### src/rtl/kyber_pkg.sv
// Shared Kyber constants and types for the CBD sampler back end.
package kyber_pkg;

    localparam int KYBER_N       = 256;
    localparam int KYBER_Q       = 3329;
    localparam int KYBER_COEFF_W = 12;

    typedef logic signed [1:0]              cbd2_t;
    typedef logic [KYBER_COEFF_W-1:0]       coeff_t;

    typedef enum logic [0:0] {
        ST_IDLE   = 1'b0,
        ST_STREAM = 1'b1
    } strm_state_e;

    function automatic int beat_idx_w(input int lanes);
        int beats;
        beats = KYBER_N / lanes;
        return (beats > 1) ? $clog2(beats) : 1;
    endfunction

    // Signed sum of a whole CBD polynomial; 11 bits covers -512..+256.
    function automatic logic signed [10:0] cbd_sum(input cbd2_t [KYBER_N-1:0] f);
        logic signed [10:0] acc;
        acc = 11'sd0;
        for (int i = 0; i < KYBER_N; i++) begin
            acc = acc + {{9{f[i][1]}}, f[i]};
        end
        return acc;
    endfunction

endpackage

### src/rtl/cbd_coeff_streamer_if.sv
// Load and coefficient-stream handshake bundle of cbd_coeff_streamer.
interface cbd_coeff_streamer_if
    import kyber_pkg::*;
#(
    parameter int LANES   = 4,
    parameter int COEFF_W = KYBER_COEFF_W,
    parameter int IDX_W   = beat_idx_w(LANES)
);

    logic                             load_valid;
    logic                             load_ready;
    cbd2_t [KYBER_N-1:0]              f_in;
    logic                             coeff_valid;
    logic                             coeff_ready;
    logic [LANES-1:0][COEFF_W-1:0]    coeff_out;
    logic [IDX_W-1:0]                 coeff_idx;
    logic                             coeff_last;

    modport slave (
        input  load_valid, f_in, coeff_ready,
        output load_ready, coeff_valid, coeff_out, coeff_idx, coeff_last
    );

    modport master (
        output load_valid, f_in, coeff_ready,
        input  load_ready, coeff_valid, coeff_out, coeff_idx, coeff_last
    );

endinterface

### src/rtl/cbd_coeff_streamer_modq_map.sv
// cbd_modq_map: maps one signed 2-bit CBD coefficient to its residue in [0, Q-1].
module cbd_modq_map
    import kyber_pkg::*;
#(
    parameter int Q = KYBER_Q
) (
    input  cbd2_t  c_in,
    output coeff_t r_out
);

    // Negative codes wrap to Q+c, non-negative codes pass through.
    always_comb begin
        r_out = 12'd0;
        case (c_in)
            2'b00:   r_out = 12'd0;
            2'b01:   r_out = 12'd1;
            2'b10:   r_out = coeff_t'(Q - 2);
            2'b11:   r_out = coeff_t'(Q - 1);
            default: r_out = 12'd0;
        endcase
    end

endmodule

### src/rtl/cbd_coeff_streamer.sv
// Captures a 256-coefficient CBD polynomial and streams its mod-Q residues LANES per beat.
// Optional build macro CBD_STREAM_SUM_EN adds sum_out/sum_valid (raw coefficient sum).
module cbd_coeff_streamer
    import kyber_pkg::*;
#(
    parameter int LANES   = 4,
    parameter int Q       = KYBER_Q,
    parameter int COEFF_W = KYBER_COEFF_W
) (
    input  logic                clk,
    input  logic                reset,
    cbd_coeff_streamer_if.slave bus,
    output logic                busy
`ifdef CBD_STREAM_SUM_EN
    ,
    output logic signed [10:0]  sum_out,
    output logic                sum_valid
`endif
);

    localparam int               BEATS    = KYBER_N / LANES;
    localparam int               IDX_W    = beat_idx_w(LANES);
    localparam logic [IDX_W-1:0] LAST_IDX = IDX_W'(BEATS - 1);

    strm_state_e                   state_r;
    strm_state_e                   state_s;
    logic [IDX_W-1:0]              cnt_r;
    cbd2_t [KYBER_N-1:0]           buf_r;
    cbd2_t [LANES-1:0]             slice_s;
    coeff_t [LANES-1:0]            mapped_s;
    logic [LANES-1:0][COEFF_W-1:0] coeff_out_s;
    logic                          load_ready_s;
    logic                          coeff_valid_s;
    logic                          last_s;
    logic                          load_fire_s;
    logic                          beat_fire_s;
    int                            base_s;

    assign last_s      = (cnt_r == LAST_IDX);
    assign load_fire_s = load_ready_s && bus.load_valid;
    assign beat_fire_s = coeff_valid_s && bus.coeff_ready;

    // Next-state and handshake outputs of the IDLE/STREAM controller.
    always_comb begin
        state_s       = state_r;
        load_ready_s  = 1'b0;
        coeff_valid_s = 1'b0;
        case (state_r)
            ST_IDLE: begin
                load_ready_s = 1'b1;
                if (bus.load_valid) begin
                    state_s = ST_STREAM;
                end else begin
                    state_s = ST_IDLE;
                end
            end
            ST_STREAM: begin
                coeff_valid_s = 1'b1;
                if (bus.coeff_ready && last_s) begin
                    state_s = ST_IDLE;
                end else begin
                    state_s = ST_STREAM;
                end
            end
            default: state_s = ST_IDLE;
        endcase
    end

    // State register.
    always_ff @(posedge clk or posedge reset) begin
        if (reset) begin
            state_r <= ST_IDLE;
        end else begin
            state_r <= state_s;
        end
    end

    // Beat counter; wraps back to zero after the last beat since BEATS is a power of two.
    always_ff @(posedge clk or posedge reset) begin
        if (reset) begin
            cnt_r <= {IDX_W{1'b0}};
        end else if (load_fire_s) begin
            cnt_r <= {IDX_W{1'b0}};
        end else if (beat_fire_s) begin
            cnt_r <= cnt_r + IDX_W'(1);
        end else begin
            cnt_r <= cnt_r;
        end
    end

    // Capture buffer, written only on the load handshake.
    always_ff @(posedge clk or posedge reset) begin
        if (reset) begin
            buf_r <= {(2*KYBER_N){1'b0}};
        end else if (load_fire_s) begin
            buf_r <= bus.f_in;
        end else begin
            buf_r <= buf_r;
        end
    end

    // Select the coefficients belonging to the current beat.
    always_comb begin
        base_s  = int'(cnt_r) * LANES;
        slice_s = buf_r[base_s +: LANES];
    end

    for (genvar k = 0; k < LANES; k++) begin : g_lane
        cbd_modq_map #(.Q(Q)) u_map (
            .c_in  (slice_s[k]),
            .r_out (mapped_s[k])
        );
    end

    // Residues are forced to zero whenever no beat is being offered.
    always_comb begin
        coeff_out_s = {(LANES*COEFF_W){1'b0}};
        for (int k = 0; k < LANES; k++) begin
            if (coeff_valid_s) begin
                coeff_out_s[k] = COEFF_W'(mapped_s[k]);
            end else begin
                coeff_out_s[k] = {COEFF_W{1'b0}};
            end
        end
    end

    assign bus.load_ready  = load_ready_s;
    assign bus.coeff_valid = coeff_valid_s;
    assign bus.coeff_out   = coeff_out_s;
    assign bus.coeff_idx   = cnt_r;
    assign bus.coeff_last  = coeff_valid_s && last_s;
    assign busy            = (state_r == ST_STREAM);

`ifdef CBD_STREAM_SUM_EN
    // Sum of the raw polynomial, registered with the load so it lines up with beat 0.
    always_ff @(posedge clk or posedge reset) begin
        if (reset) begin
            sum_out   <= 11'sd0;
            sum_valid <= 1'b0;
        end else if (load_fire_s) begin
            sum_out   <= cbd_sum(bus.f_in);
            sum_valid <= 1'b1;
        end else begin
            sum_out   <= sum_out;
            sum_valid <= 1'b0;
        end
    end
`endif

endmodule

### src/flat_wrapper.sv
// flat-port wrapper written by rule: the top's interface ports become plain ports
module cbd_coeff_streamer_flat import kyber_pkg::*;
#(
    parameter int LANES   = 4,
    parameter int Q       = KYBER_Q,
    parameter int COEFF_W = KYBER_COEFF_W
)
  (clk, reset, busy, bus_load_valid, bus_f_in, bus_coeff_ready, bus_load_ready, bus_coeff_valid, bus_coeff_out, bus_coeff_idx, bus_coeff_last);
  cbd_coeff_streamer_if #(.LANES(LANES), .COEFF_W(COEFF_W)) bus_i ();
  input  logic clk;
  input  logic reset;
  output logic busy;
  input wire logic [$bits(bus_i.load_valid)-1:0] bus_load_valid;
  input wire logic [$bits(bus_i.f_in)-1:0] bus_f_in;
  input wire logic [$bits(bus_i.coeff_ready)-1:0] bus_coeff_ready;
  output wire logic [$bits(bus_i.load_ready)-1:0] bus_load_ready;
  output wire logic [$bits(bus_i.coeff_valid)-1:0] bus_coeff_valid;
  output wire logic [$bits(bus_i.coeff_out)-1:0] bus_coeff_out;
  output wire logic [$bits(bus_i.coeff_idx)-1:0] bus_coeff_idx;
  output wire logic [$bits(bus_i.coeff_last)-1:0] bus_coeff_last;
  assign bus_i.load_valid = bus_load_valid;
  assign bus_i.f_in = bus_f_in;
  assign bus_i.coeff_ready = bus_coeff_ready;
  assign bus_load_ready = bus_i.load_ready;
  assign bus_coeff_valid = bus_i.coeff_valid;
  assign bus_coeff_out = bus_i.coeff_out;
  assign bus_coeff_idx = bus_i.coeff_idx;
  assign bus_coeff_last = bus_i.coeff_last;
  cbd_coeff_streamer #(.LANES(LANES), .Q(Q), .COEFF_W(COEFF_W)) u_core (.clk(clk), .reset(reset), .bus(bus_i), .busy(busy));
endmodule
### config.mk
export PLATFORM = sky130hd
export DESIGN_NAME = cbd_coeff_streamer_flat
export DESIGN_NICKNAME = d
export VERILOG_FILES = /design/src/rtl/kyber_pkg.sv /design/src/rtl/cbd_coeff_streamer_if.sv /design/src/rtl/cbd_coeff_streamer_modq_map.sv /design/src/rtl/cbd_coeff_streamer.sv /design/src/flat_wrapper.sv
export SDC_FILE = /design/constraint.sdc
export NUM_CORES = 1
export LEC_CHECK = 0
export BUFFER_PORTS_ARGS = -buffer_cell sky130_fd_sc_hd__buf_2
export CORE_UTILIZATION = 50
export CTS_BUF_LIST = sky130_fd_sc_hd__clkbuf_8 sky130_fd_sc_hd__clkbuf_16
export DETAILED_ROUTE_END_ITERATION = 10
export HOLD_SLACK_MARGIN = 0.02
export PLACE_DENSITY = 0.75
export SYNTH_ARGS = -nofsm -noshare
export SYNTH_HDL_FRONTEND = slang
export SYNTH_HIERARCHICAL = 1
export SYNTH_SLANG_ARGS = --single-unit
### constraint.sdc
create_clock -name clk -period 31.1 [get_ports clk]
set_input_delay 4.665 -clock clk [delete_from_list [all_inputs] [get_ports clk]]
set_output_delay 4.665 -clock clk [all_outputs]
set_load 0.005 [all_outputs]
# Word-level counts from Yosys, hierarchy flattened

Index checks and enable logic that the tools add are counted.
W data, S select, Z words.

Register bits: 519
Bits of input ports: 516
Logic and storage cells: 299

$add $sub $neg: 1
Mux-type cells: 15
Bitwise logic cells: 1
Equal/unequal tests: 13
Shift-type cells: 2
Reductions and logical operators: 9

Operators with widths:

| operator              | count |
|---|---|
| $shiftx A256 B9 Y4    | 2 |
| $pmux W12 S4          | 4 |
| $mux W12              | 4 |
| $eq A2 B2 Y1 const B  | 8 |
| $mux W6               | 2 |
| $eq A2 B1 Y1 const B  | 4 |
| $logic_not A2 Y1      | 4 |
| $add A6 B1 Y6 const B | 1 |
| $eq A6 B6 Y1 const B  | 1 |
| $logic_and A1 B1 Y1   | 4 |
| $mux W1               | 4 |
| $pmux W1 S2           | 1 |
| $reduce_bool A2 Y1    | 1 |
| $not A1 Y1            | 1 |

# Logic depth before layout (Yosys ltp)

Depth in word-level cells: 4
Gate-level depth with buffers: 15
Depth with buffers taken out: 9

# By module

The synthesis kept the hierarchy.

By module, submodules not included:

| module             | area an instance (um^2) | seq. area each (um^2) | instances | cells an instance |
|---|---|---|---|---|
| cbd_coeff_streamer | 23781.6                 | 12987.5               | 1         | 1521 |
| cbd_modq_map       | 102.6                   | 0.0                   | 4         | 14 |

# Least setup slack after synthesis

OpenSTA, ideal clock, no wires.

Path type: flip-flop to output port
Start: reg u_core.cnt_r[1], in the netlist u_core/bus.coeff_idx[1]
End: out bus_coeff_out[35]
Slack: 23620 ps
Arrival time: 2815 ps
Cell stages (with the launch flop): 13
Cells stage by stage: dfrtp_1 > buf_2 > buf_4 > buf_4 > buf_2 > mux4_2 > mux2_2 > o31ai_1 > o22ai_1 > ha_1 > or2_1 > buf_4 > and2_1

RTL lines:

| item                   | RTL line                 | source |
|---|---|---|
| start, declared        | cbd_coeff_streamer.sv:27 | `logic [IDX_W-1:0] cnt_r;` |
| start signal, assigned | cbd_coeff_streamer.sv:81 | `cnt_r <= {IDX_W{1'b0}};` |
| start signal, assigned | cbd_coeff_streamer.sv:83 | `cnt_r <= {IDX_W{1'b0}};` |
| start signal, assigned | cbd_coeff_streamer.sv:85 | `cnt_r <= cnt_r + IDX_W'(1);` |
| end, declared          | flat_wrapper.sv:18       | `output wire logic [$bits(bus_i.coeff_out)-1:0] bus_coeff_out;` |

==> metrics list <==
* Power Dens Cells: 69.8 nW/um2
* Rel. slew slack: 25.0%
- Final weighted congestion in routability-driven placement: 0.846
* Post-synthesis instance area: 24200 um2
- Status: finished clean
- After detailed routing, the number of vias per cell comes to 5.63.
- Residual DRC count: 0
- Clock sink total: 519
- Number of synthesis warnings: 6
- After synthesis, the netlist uses 42 different library cells.
- In this run switching power makes up 29.7% of total power.
- Number of iterations in the first detailed-routing pass: 5
- Clock tree synthesis inserted a total of 55 buffers.
* Number of antenna violations at the first check in global routing: 49
* Top cell family by delay on the critical path: buffers and inverters
- Number of gates resized after CTS: 0
- Setup total negative slack on the finished layout was measured at 0 ns.
* Share of final-layout standard cells stronger than drive strength 1: 61.9%
* Total net switching power: 0.602 mW
- The signal on the critical path passes through buf_4 > buf_4 > mux4_2 > nor2b_1 > a211oi_1 > nor3_1 > a32o_1 > ha_1 > or2_1 > and2_1 > buf_2.
- In this run the remaining antenna-violating nets after routing total 0.
- From synthesis to final layout, the design area changed by 20.0%.
* Cell row count: 80
* Setup violation total in the final timing report: 0
* Chip width: 222 um
- After synthesis, flip-flops and latches occupy 53.7% of the total area.
- Lkg Pwr: 13.4 nW
* Fillers: 3685
- Counting both buffers and inverters, the worst setup path holds a total of 3.
- The floorplan step defined a die boundary enclosing 49300 um2.
* H-Tree Depth: 2
- Clock tree from TritonCTS: yes
- Synthesis inferred 519 register bits.
- From bottom edge to top edge, the die measures 222 um.
* Net count after synthesis: 2102
- For this block, the via count after detailed routing is 15542.
* Cell count after synthesis: 1577
- For this run, the slowest stage of the critical path takes 0.75 ns.
- Peak Freq: 103 MHz
- Relative contribution of combinational cells to total power: 28.1%
* Peak ir drop on the vdd network: 0.0000600 V
- The number of global-route vias before repair came to 16630.
- Critical path required time: 26.44 ns
- Count of nets after finishing: 2601
- Synth top area cells: sky130_fd_sc_hd__dfrtp_1, sky130_fd_sc_hd__mux2_2, sky130_fd_sc_hd__mux4_2, sky130_fd_sc_hd__mux2i_1, sky130_fd_sc_hd__buf_4
- In this run the mean area of a mapped cell was 15.3 um2.
* Endpoint kind of the worst setup timing path: primary output
- The longest clock path from root to sink contains 3 buffers.
- Of the post-synthesis cell area, the dominant cell type holds 53.7%.
* Number of DRC markers after the initial detailed-route iteration: 993
- Hold-fix buffers at CTS: 0
* Final-report hold violation count: 0
- RSZ-0062 raised after global routing: no
* Insertion delay of the later-clocked pin in the worst-skew pair: 0.61 ns
- Clock root cell: sky130_fd_sc_hd__clkbuf_16
* Arrival @ worst endpoint: 5.03 ns
* Clock Skews: 0.0141 ns
- In the synthesized netlist the dominant register cell turns out to be sky130_fd_sc_hd__dfrtp_1.
- Reg area: 13000 um2
- Worst hold slack: 0.500 ns
- Buffer count from post-CTS setup fixing: 0
* Actual transition at the worst max-transition pin: 1.13 ns
- Area of the core: 47700 um2
- The internal power of the cells totals 1.42 mW.
- The share of total power dissipated in the clock network is 31.6%.
- Clock Pin Slew Worst Setup and Hold Paths: 0.06 ns
* Portion of total power attributed to sequential cells: 40.3%
* Multi-input gate area in the final layout: 10400 um2
* Kind of path behind the tightest hold check: flop to flop
* Placed wire-length estimate after detailed placement: 48400 um
* Global-route wire length before repair: 101000 um
- Global routing used 27.3% of the available tracks.
* Aggregate global routing overflow: 0
* Min cycle time layout: 9.70 ns
* Post-synth EDFFs: 0
- Across the run, the number of max-cap violations was 0.
- I/O pin count: 574
- Wirelength, routed: 66400 um
- The total count of max-transition violations in the final report was 0.
* Final worst path period share: 31.2%
- The commonest cells after synthesis are sky130_fd_sc_hd__dfrtp_1, sky130_fd_sc_hd__mux2_2, sky130_fd_sc_hd__mux4_2, sky130_fd_sc_hd__clkbuf_1, sky130_fd_sc_hd__and2_1.
* Largest net degree at the start of global routing: 201
* Synth async-reset ratio: 100%
* Most used cell along the critical path: sky130_fd_sc_hd__buf_4
* Cell type with the largest total area after synthesis: sky130_fd_sc_hd__dfrtp_1
- The critical path in this run is classified as flop to primary output.
* Slowest cell on the critical path: sky130_fd_sc_hd__buf_4
- Number of buffers added on ports: 569
- The initial utilization of the core area, before any placement, comes to 50.7%.
* Kind of start point of the critical path: flop
- Largest fanout on the critical path: 46
* Leading cell type by number of instances after synthesis: sky130_fd_sc_hd__dfrtp_1
* Drt wl/cell: 24.0 um
final timing paths:
path / to / from / depth (start not counted) / slack (ns)
worst max register to register: u_core/buf_r[55] / u_core/busy / 6 / 26.17
max in group asynchronous: u_core/bus.coeff_idx[0] / reset / 5 / 23.40
worst min-delay path: u_core/buf_r[402] / u_core/buf_r[402] / 1 / 0.50
worst max-delay path: bus_coeff_out[46] / u_core/bus.coeff_idx[1] / 11 / 21.40
worst min register to register: u_core/buf_r[402] / u_core/buf_r[402] / 1 / 0.50
min in group asynchronous: u_core/buf_r[405] / reset / 2 / 4.18
kinds of logic after synthesis:
group	share of synthesized area [%]
AO/OA/AOI/OAI	2.37
XOR/XNOR	0.0362
adder cells (fa/ha/maj)	0.465
buffers and inverters	3.54
flip-flops	53.7
multiplexers	36.8
other	0.0620
AND/OR/NAND/NOR	3.01
power groups by stage:
stage	clock, mW	combinational (mW)	sequential (mW)
CTS	0.651	0.579	0.816
global route	0.677	0.612	0.827
finish	0.639	0.570	0.816
floorplan	0	0.422	0.795
detailed placement	0	0.576	0.828
global placement	0	0.568	0.822
area by class of cell:
| type | count | share of cell area [%] |
|---|---|---|
| flip-flops and latches | 519 | 44.8 |
| inverters | 11 | 0.168 |
| multi-input cells | 903 | 35.7 |
| well taps | 615 | 2.65 |
| clock inverters | 27 | 0.660 |
| repair buffers | 586 | 10.3 |
| diodes | 31 | 0.267 |
| clock buffers | 69 | 5.44 |
worst register-to-register path, cell delays in order, from the launching register on:
cell and delay [ns]:
sky130_fd_sc_hd__dfrtp_1 0.49, sky130_fd_sc_hd__nor2b_4 0.19, sky130_fd_sc_hd__buf_4 0.84, sky130_fd_sc_hd__buf_4 0.93, sky130_fd_sc_hd__buf_4 0.93, sky130_fd_sc_hd__buf_4 0.87
sky130_fd_sc_hd__mux2_2 0.58
state kept, by name, summed over array words and instances (netlist names):
register              count
u_core/buf_r            512
u_core/bus.coeff_idx      6
u_core/busy               1
cells in the final DEF (no fill, tap or decap), drive strengths merged, types with 6 or more instances in the layout:
cell	instances
clkbuf	69
mux2i	43
a32o	6
a22oi	13
a211oi	11
o22ai	11
nor2b	15
nand2	19
o21ai	12
nor2	7
inv	25
mux4	119
dfrtp	519
diode	31
buf	586
clkinv	8
mux2	515
and2	50
ha	9
nand3	13
a21oi	9
stage by stage:
step | setup slack (ns) | cells | area, um2 | power (mW) | utilization [%]
2_1_floorplan | 11.94 | 1577 | 24200 | 1.22 | -
3_3_place_gp | 22.01 | 2634 | 27200 | 1.39 | 56.9
3_5_place_dp | 21.94 | 2634 | 27200 | 1.40 | 56.9
4_1_cts | 21.37 | 2730 | 28900 | 2.05 | 60.6
5_1_grt | 21.15 | 2757 | 29000 | 2.12 | 60.8
6_report | 21.40 | 2761 | 29000 | 2.02 | 60.8
routing by layer:
metal	up-vias	wire, um	track usage [%]
met5	-	225	0
met4	38	1950	10.8
met3	141	4420	7.43
met2	524	33300	45.3
met1	7987	26400	33.9
li1	6852	-	-
(Power assumes the default switching activity.)
